`src/rtl/uart_rx_fifo_pkg.sv`:
```
// Shared UART constants for the receive path.
// Parameter defaults of the receive FIFO refer to these values.
package uart_rx_fifo_pkg;

  localparam int UART_DATA_W         = 8;
  localparam int UART_RX_FIFO_DEPTH  = 16;
  localparam int UART_RX_FIFO_THRESH = 1;

endpackage

```
`src/rtl/uart_rx_fifo.sv`:
```
// Receive byte FIFO between the UART receiver and the control block.
// First-word-fall-through head, occupancy, threshold interrupt and sticky overrun.
module uart_rx_fifo
  import uart_rx_fifo_pkg::*;
#(
  parameter int DEPTH  = UART_RX_FIFO_DEPTH,
  parameter int WIDTH  = UART_DATA_W,
  parameter int THRESH = UART_RX_FIFO_THRESH
) (
  input  logic                     clk,
  input  logic                     reset,
  input  logic                     rx_end,
  input  logic [WIDTH-1:0]         rx_data,
  input  logic                     pop,
  input  logic                     flush,
  input  logic                     ovr_clr,
  output logic [WIDTH-1:0]         rd_data,
  output logic                     empty,
  output logic                     full,
  output logic [$clog2(DEPTH):0]   count,
  output logic                     overrun,
  output logic                     irq_rx
);

  localparam int AW = $clog2(DEPTH);
  localparam int CW = AW + 1;

  logic [WIDTH-1:0] mem_r [DEPTH];
  logic [AW-1:0]    wp_r;
  logic [AW-1:0]    rp_r;
  logic [CW-1:0]    count_r;
  logic             overrun_r;

  logic             empty_s;
  logic             full_s;
  logic             push_s;
  logic             pop_s;
  logic             drop_s;
  logic [AW-1:0]    wp_nxt_s;
  logic [AW-1:0]    rp_nxt_s;
  logic [CW-1:0]    count_nxt_s;
  logic             overrun_nxt_s;

  assign empty_s = (count_r == {CW{1'b0}});
  assign full_s  = (count_r == CW'(DEPTH));

  // Qualify strobes; a full FIFO still accepts a byte when the head leaves in the same cycle.
  always_comb begin
    push_s = 1'b0;
    pop_s  = 1'b0;
    drop_s = 1'b0;
    if (flush) begin
      push_s = 1'b0;
      pop_s  = 1'b0;
      drop_s = 1'b0;
    end else begin
      pop_s  = pop & ~empty_s;
      push_s = rx_end & (~full_s | pop);
      drop_s = rx_end & full_s & ~pop;
    end
  end

  // Next-state for pointers, occupancy and the sticky overrun flag.
  always_comb begin
    wp_nxt_s      = wp_r;
    rp_nxt_s      = rp_r;
    count_nxt_s   = count_r;
    overrun_nxt_s = overrun_r;
    if (flush) begin
      wp_nxt_s    = {AW{1'b0}};
      rp_nxt_s    = {AW{1'b0}};
      count_nxt_s = {CW{1'b0}};
    end else begin
      if (push_s) begin
        wp_nxt_s = wp_r + AW'(1'b1);
      end else begin
        wp_nxt_s = wp_r;
      end
      if (pop_s) begin
        rp_nxt_s = rp_r + AW'(1'b1);
      end else begin
        rp_nxt_s = rp_r;
      end
      if (push_s && !pop_s) begin
        count_nxt_s = count_r + CW'(1'b1);
      end else if (pop_s && !push_s) begin
        count_nxt_s = count_r - CW'(1'b1);
      end else begin
        count_nxt_s = count_r;
      end
    end
    // A fresh drop outranks a clear arriving in the same cycle.
    if (drop_s) begin
      overrun_nxt_s = 1'b1;
    end else if (ovr_clr) begin
      overrun_nxt_s = 1'b0;
    end else begin
      overrun_nxt_s = overrun_r;
    end
  end

  // Control state registers.
  always_ff @(posedge clk or negedge reset) begin
    if (!reset) begin
      wp_r      <= {AW{1'b0}};
      rp_r      <= {AW{1'b0}};
      count_r   <= {CW{1'b0}};
      overrun_r <= 1'b0;
    end else begin
      wp_r      <= wp_nxt_s;
      rp_r      <= rp_nxt_s;
      count_r   <= count_nxt_s;
      overrun_r <= overrun_nxt_s;
    end
  end

  // Entry storage; contents are don't-care until written so no reset is needed.
  always_ff @(posedge clk) begin
    if (push_s) begin
      mem_r[wp_r] <= rx_data;
    end
  end

  assign rd_data = empty_s ? {WIDTH{1'b0}} : mem_r[rp_r];
  assign empty   = empty_s;
  assign full    = full_s;
  assign count   = count_r;
  assign overrun = overrun_r;
  assign irq_rx  = (count_r >= CW'(THRESH));

endmodule

```
`config.mk`:
```
export PLATFORM = sky130hd
export DESIGN_NAME = uart_rx_fifo
export DESIGN_NICKNAME = d
export VERILOG_FILES = /design/src/rtl/uart_rx_fifo_pkg.sv /design/src/rtl/uart_rx_fifo.sv
export SDC_FILE = /design/constraint.sdc
export NUM_CORES = 1
export LEC_CHECK = 0
export BUFFER_PORTS_ARGS = -buffer_cell sky130_fd_sc_hd__buf_2
export CAP_MARGIN = 20
export CELL_PAD_IN_SITES_DETAIL_PLACEMENT = 1
export CELL_PAD_IN_SITES_GLOBAL_PLACEMENT = 1
export CORE_UTILIZATION = 55
export DETAILED_ROUTE_END_ITERATION = 8
export PLACE_DENSITY = 0.8
export RECOVER_POWER = 100
export SLEW_MARGIN = 20
export SYNTH_ARGS = -nofsm -noshare
export SYNTH_HDL_FRONTEND = slang
export SYNTH_SLANG_ARGS = --single-unit
export TNS_END_PERCENT = 1
```
`constraint.sdc`:
```
create_clock -name clk -period 7.1 [get_ports clk]
set_input_delay 0.71 -clock clk [delete_from_list [all_inputs] [get_ports clk]]
set_output_delay 0.71 -clock clk [all_outputs]
set_load 0.03 [all_outputs]
```
==> impl_metrics.ini, run 1 <==
[outcome]
status = finished, violations left
failed_checks = max-capacitance violations, max-slew violations

[global_routing]
grt_max_degree = 29
grt_pass1_wl_um = 21700
grt_pass1_vias = 3621
track_usage_pct = 27.4
overflow = 0
antenna_found_initial = 0

[timing]
finalHoldViolCount = 0
clock_skew_ns = 0.00616
hold-worst-slack_ns = 0.314
fin_crit_ns = 3.87
relSlewSlack_pct = -65.5
drv_slew = 27
tightestPinTransition_ns = 2.46
period_share_pct = 54.6
finalSetupViolations = 0
layout_setup_ws_ns = 3.23
max_freq_mhz = 258
setup_tns_ns = 0
rsz0062_at_grt = no

[power_and_ir_drop]
p_leak_nw = 2.18
power.density_mw_per_mm2 = 371
irDropWorstVdd_v = 0.000252

[run]
maxCapViolations = 3

[cts]
clockBufferDepth = 2
cts_buffers = 17
cts_tree = yes
clk_pin_slew_ns = 0.06
insertion_delay_ns = 0.52
root_buffer = clkbuf_8
postCtsSetupBuffers = 0
cts.sinks = 142
cts_hold_buf = 0
htreeDepth = 4
cts_resized = 0

[setup_path]
cp_slowest_stage_delay_ns = 1.95
critical_path.slowest_cell = nor4_1
rr_endpoint = mem_r[2][4]$_DFFE_PP_
path_cells = inv_1 -> ha_1 -> nand4bb_1 -> o21ai_0 -> nor4_1
start_kind = flip-flop
crit_fanout = 8
r2r_setup_slack_ns = 3.23
r2r-start = count[1]$_DFFE_PN0P_
cp.required_ns = 7.19
worst_ep_arrival_time_ns = 3.96
path_class = flip-flop to flip-flop
end_kind = flip-flop
critPathLaunch = count[1]$_DFFE_PN0P_
endpoint = mem_r[2][4]$_DFFE_PP_
r2r_cells = 5

[drt]
viasPerCell = 6.33
vias = 3272
detail-route-antenna-nets = 0
drc = 0
drt-total-wl_um = 14100
drtIter0Drc = 252
first_pass_iters = 5
routedWlPerCell_um = 27.3

[placed_design]
preCtsSetupSlack_ns = 4.08
place.gp.congestion = 0.738
numPortBuffers = 30
dpl.hpwl_um = 8700

[cells_and_area]
fill_cells = 941
multiInputGateArea_mm2 = 0.00168
ff_latch_area_mm2 = 0.00420
diodes = 0
area_growth_pct = 12.8
nets = 393
drive_gt1_share_pct = 17.6

[hold_path]
hold_class = input pin to asynchronous set/reset pin

[synth]
synth_top_cell_by_area = edfxtp_1
synth_cells = 340
synthArstFlopShare_pct = 9.86
synth-seq-cells = 142
synthTopCellsByCount = edfxtp_1 (128), mux4_2 (32), mux2i_1 (19), nor2_1 (18), dfrtp_1 (14)
yosysSeqAreaShare_pct = 69.5
synth.most_common_cell = edfxtp_1
dominantRegCellSynth = edfxtp_1
synth_top_cell_area_share_pct = 63.7
synth_cell_types = 47
synthTopCellsByArea = edfxtp_1 (64%), mux4_2 (12%), dfrtp_1 (5.8%)
synth.net_count = 363
synth_area_per_cell_um2 = 17.8
yosys_warnings = 0
synth-edff-count = 128
syn-cell-area_mm2 = 0.00604

[floorplanning]
core_area_mm2 = 0.0105
die_h_um = 107
rows = 37
die_x_um = 107
die_area_mm2 = 0.0114
io_pins = 31
start_util_pct = 57.7
[power by group]
| group | internal (mW) | total [mW] | switching, mW |
|---|---|---|---|
| Sequential | 0.935 | 0.984 | 0.0487 |
| Combinational | 0.248 | 0.649 | 0.401 |
| Clock | 0.564 | 0.898 | 0.334 |
| Total | 1.75 | 2.53 | 0.784 |
[critical path, delay by kind of cell (launching register included)]
family	cells	cell delay, ns
AND/OR/NAND/NOR	2	2.22
flip-flops	1	0.44
AO/OA/AOI/OAI	1	0.36
adder cells (fa/ha/maj)	1	0.27
buffers and inverters	1	0.13
[kinds of logic after synthesis]
group / synth area share, %
muxes: 15.1
DFF: 69.5
buffers and inverters: 2.65
xor gates and xnor gates: 1.16
and+or+nand+nor: 6.45
AOI/OAI and AO/OA: 3.32
adders and majority gates: 1.87
[flip-flops by register name, indices dropped and copies added, names as in the netlist]
register  cells
count         5
mem_r       128
overrun       1
rp_r          4
wp_r          4
[area by class of cell]
class                      count  share of cell area [%]
clock inverter                12                    2.52
multi-input combinational    164                    24.6
timing repair buffer          33                    2.00
inverter                      12                   0.661
sequential                   142                    61.6
tap                          136                    2.50
clock buffer                  18                    6.13
[layer usage]
layer  global-route usage [%]  part of all wire (%)
met1                     34.8                    40
met2                     46.1                    52
met3                     6.81                   5.2
met4                     9.78                   2.4
met5                        0                     0
[worst min-delay path by stage]
stage,to,startpoint
floorplan,count[0]$_DFFE_PN0P_,reset
global placement,overrun$_DFFE_PN0P_,overrun$_DFFE_PN0P_
detailed placement,overrun$_DFFE_PN0P_,overrun$_DFFE_PN0P_
CTS,count[0]$_DFFE_PN0P_,reset
global route,count[0]$_DFFE_PN0P_,reset
finish,count[0]$_DFFE_PN0P_,reset
[stage by stage]
stage	util, %	std cells	power (mW)	instance area [µm²]
2_1_floorplan	-	340	1.52	6040
3_3_place_gp	60.1	487	1.65	6290
3_5_place_dp	60.4	487	1.67	6320
4_1_cts	66.0	517	2.57	6910
5_1_grt	65.1	517	2.61	6810
6_report	65.1	517	2.53	6810
[cell usage in the layout (no fill, tap or decap), types with 3 or more instances in the layout]
cell type   count
edfxtp_1      128
mux4_2         32
clkbuf_1       28
mux2i_1        19
nor2_1         18
clkbuf_16      16
dfrtp_1        13
inv_1          12
o22ai_1         9
and2_0          9
ha_1            9
nand3_1         6
xor2_1          5
nand2_1         4
nor4_1          4
nand3b_1        4
bufinv_16       4
buf_2           4
a21oi_1         3
xnor2_1         3
nand2b_1        3
nor3_1          3
clkinvlp_4      3
clkinv_1        3
Power figures use the tool's default switching activity.
==> run 2, diff against run 1 <==
Settings changed: ABC_AREA set to 1, CORE_UTILIZATION 55 to 49, PLACE_DENSITY 0.8 to 0.77.
Clock period 7.1 ns to 3.71 ns, I/O delays scaled along.
==> run 2 against run 1 <==
Net effect: the run now ends clean; sequential power up 86%; synthesized area up 2.1%; non-clock buffer count up 1; core utilization down 8.1 points; global-route usage down 0.28 points; die area up 14%; design area up 1.8%; total power up 85%; sequential cell count unchanged; count of clock-buffer cells in the layout up 1; critical path type is now flip-flop to primary output; largest power group unchanged.
==> impl_metrics.ini, run 2 <==
[outcome]
status = finished clean

[cts]
root_buffer = clkbuf_16
postCtsSetupBuffers = 0
cts_buffers = 17
htreeDepth = 4
cts.sinks = 142
clockBufferDepth = 2
cts_resized = 0
cts_tree = yes
clk_pin_slew_ns = 0.06
insertion_delay_ns = 0.42

[timing]
layout_setup_ws_ns = 0.563
fin_crit_ns = 3.15
drv_slew = 0
finalHoldViolCount = 0
relSlewSlack_pct = 33.4
setup_tns_ns = 0
finalSetupViolations = 0
clock_skew_ns = 0.00409
rsz0062_at_grt = no
tightestPinTransition_ns = 0.999
period_share_pct = 84.8
max_freq_mhz = 318

[synth]
dominantRegCellSynth = edfxtp_1
synthTopCellsByArea = edfxtp_1 (62%), nand2_1 (12%), nand3_1 (8.4%)
muxShareOfSynthArea_pct = 0
synth-simple-area-share_pct = 23.9
synth.most_common_cell = nand2_1
syn-cell-area_mm2 = 0.00616
synth.net_count = 590
synth-edff-count = 128
synth_cell_types = 27
yosys_warnings = 0
synthArstFlopShare_pct = 9.86
synth_top_cell_by_area = edfxtp_1
synth_cells = 567
synthTopCellsByCount = nand2_1 (203), edfxtp_1 (128), nand3_1 (104), nor2_1 (22), inv_1 (18)
synth_top_cell_area_share_pct = 62.4
synth_xor_area_share_pct = 0.852
synth_compound_area_share_pct = 1.95
synthAdderAreaFrac_pct = 1.83
synth-seq-cells = 142
synth_top_family_by_area = simple AND/OR/NAND/NOR gates
synth_area_per_cell_um2 = 10.9
yosysSeqAreaShare_pct = 68.0

[cells_and_area]
largest_register_ffs = 128
diodes = 0
nets = 617
mostFrequentLayoutCells = nand2_1 (204), edfxtp_1 (128), nand3_1 (106), clkbuf_1 (26), nor2_1 (22)
final_cells = 775
area_growth_pct = 12.5
drive_gt1_share_pct = 7.08
finish.utilization_pct = 57.0
final_common_cell = nand2_1
top_register = mem_r

[setup_path]
path_class = flip-flop to primary output
critical_path.slowest_cell = buf_4
path_cells = inv_2 -> buf_4 -> nand2_1 -> nand3_1 -> nand3_1 -> nand2_1 -> nand2_1 -> a21oi_1 -> clkbuf_1
crit_buf_inv = 3
crit_fanout = 36
path_common_cell = nand2_1
cp.required_ns = 3.34
start_kind = flip-flop
path_delay_family = buffers and inverters
cp_slowest_stage_delay_ns = 0.47
end_kind = primary output
worst_ep_arrival_time_ns = 2.78

[floorplanning]
rows = 40
core_area_mm2 = 0.0122
die_h_um = 114
io_pins = 31
start_util_pct = 50.7
die_area_mm2 = 0.0130
die_x_um = 114

[drt]
drc = 0
detail-route-antenna-nets = 0
vias = 4334
top_layer_used = met4
routedWlPerCell_um = 21.1
viasPerCell = 5.59
first_pass_iters = 4
wl_met2_um = 8170
drt-total-wl_um = 16400
drtIter0Drc = 300
wl_met1_um = 7010
route.met3.wl_um = 851

[global_routing]
track_usage_pct = 27.1
grt_pass1_vias = 4450
grt_max_degree = 67
antenna_found_initial = 0
grt_pass1_wl_um = 25200
overflow = 0

[power_and_ir_drop]
p_leak_nw = 2.63
irDropWorstVdd_v = 0.000330
totalPowerFinal_mw = 4.67
power.density_mw_per_mm2 = 674

[placed_design]
dpl.hpwl_um = 10600
place_inst = 742
numPortBuffers = 30
preCtsSetupSlack_ns = 1.09
place.gp.congestion = 0.838

[run]
maxCapViolations = 0

[hold_path]
hold_class = input pin to flip-flop
[run 2: final timing paths]
kind,slack [ns],end,depth (start not counted),from
min in group asynchronous,0.61,rp_r[0]$_DFFE_PN0P_,2,reset
max in group asynchronous,2.47,rp_r[0]$_DFFE_PN0P_,2,reset
max reg2reg,1.01,mem_r[9][3]$_DFFE_PP_,7,count[0]$_DFFE_PN0P_
min,0.17,overrun$_DFFE_PN0P_,2,ovr_clr
max,0.56,rd_data[0],9,rp_r[0]$_DFFE_PN0P_
min reg2reg,0.56,overrun$_DFFE_PN0P_,2,overrun$_DFFE_PN0P_
[run 2: final cells by class]
class	instances	area [µm²]
sequential	142	4200
timing repair buffer	34	153
clock buffer	19	433
tap	168	210
fill	1323	5230
clock inverter	13	148
inverter	22	82.6
multi-input combinational	377	1720
[run 2: where the power goes]
part           internal, mW  switching [mW]
logic                 0.289           0.871
clock network          1.05           0.634
registers              1.78          0.0488
[run 2: worst register-to-register path: cells and delay by family, from the launching register on]
family | cells | cell delay (ns)
flops | 1 | 0.47
fa+ha+maj | 1 | 0.26
buf+inv | 2 | 0.37
simple gates | 4 | 1.22
[run 2: what timing repair did]
action | 4_1_cts | 5_1_grt
setup endpoints to repair | 0 | 0
hold buffers | 1 | 0
hold endpoints to repair | 14 | 0
[run 2: through the flow]
step           hold slack [ns]  area, µm²
2_1_floorplan           0.0754       6160
3_3_place_gp             0.323       6420
3_5_place_dp             0.324       6420
4_1_cts                  0.176       7010
5_1_grt                  0.183       6940
6_report                 0.175       6940
[run 2: layer usage]
layer	vias to the layer above	GRT usage, %
met5	-	0
met4	0	11.5
met3	21	4.61
met2	128	43.6
met1	2180	36.7
li1	2005	-
[run 2: cell families after synthesis]
| family | after synthesis |
|---|---|
| AO/OA/AOI/OAI | 21 |
| AND/OR/NAND/NOR | 341 |
| adder cells (fa/ha/maj) | 9 |
| flip-flops | 142 |
| XOR/XNOR | 6 |
| buffers and inverters | 48 |
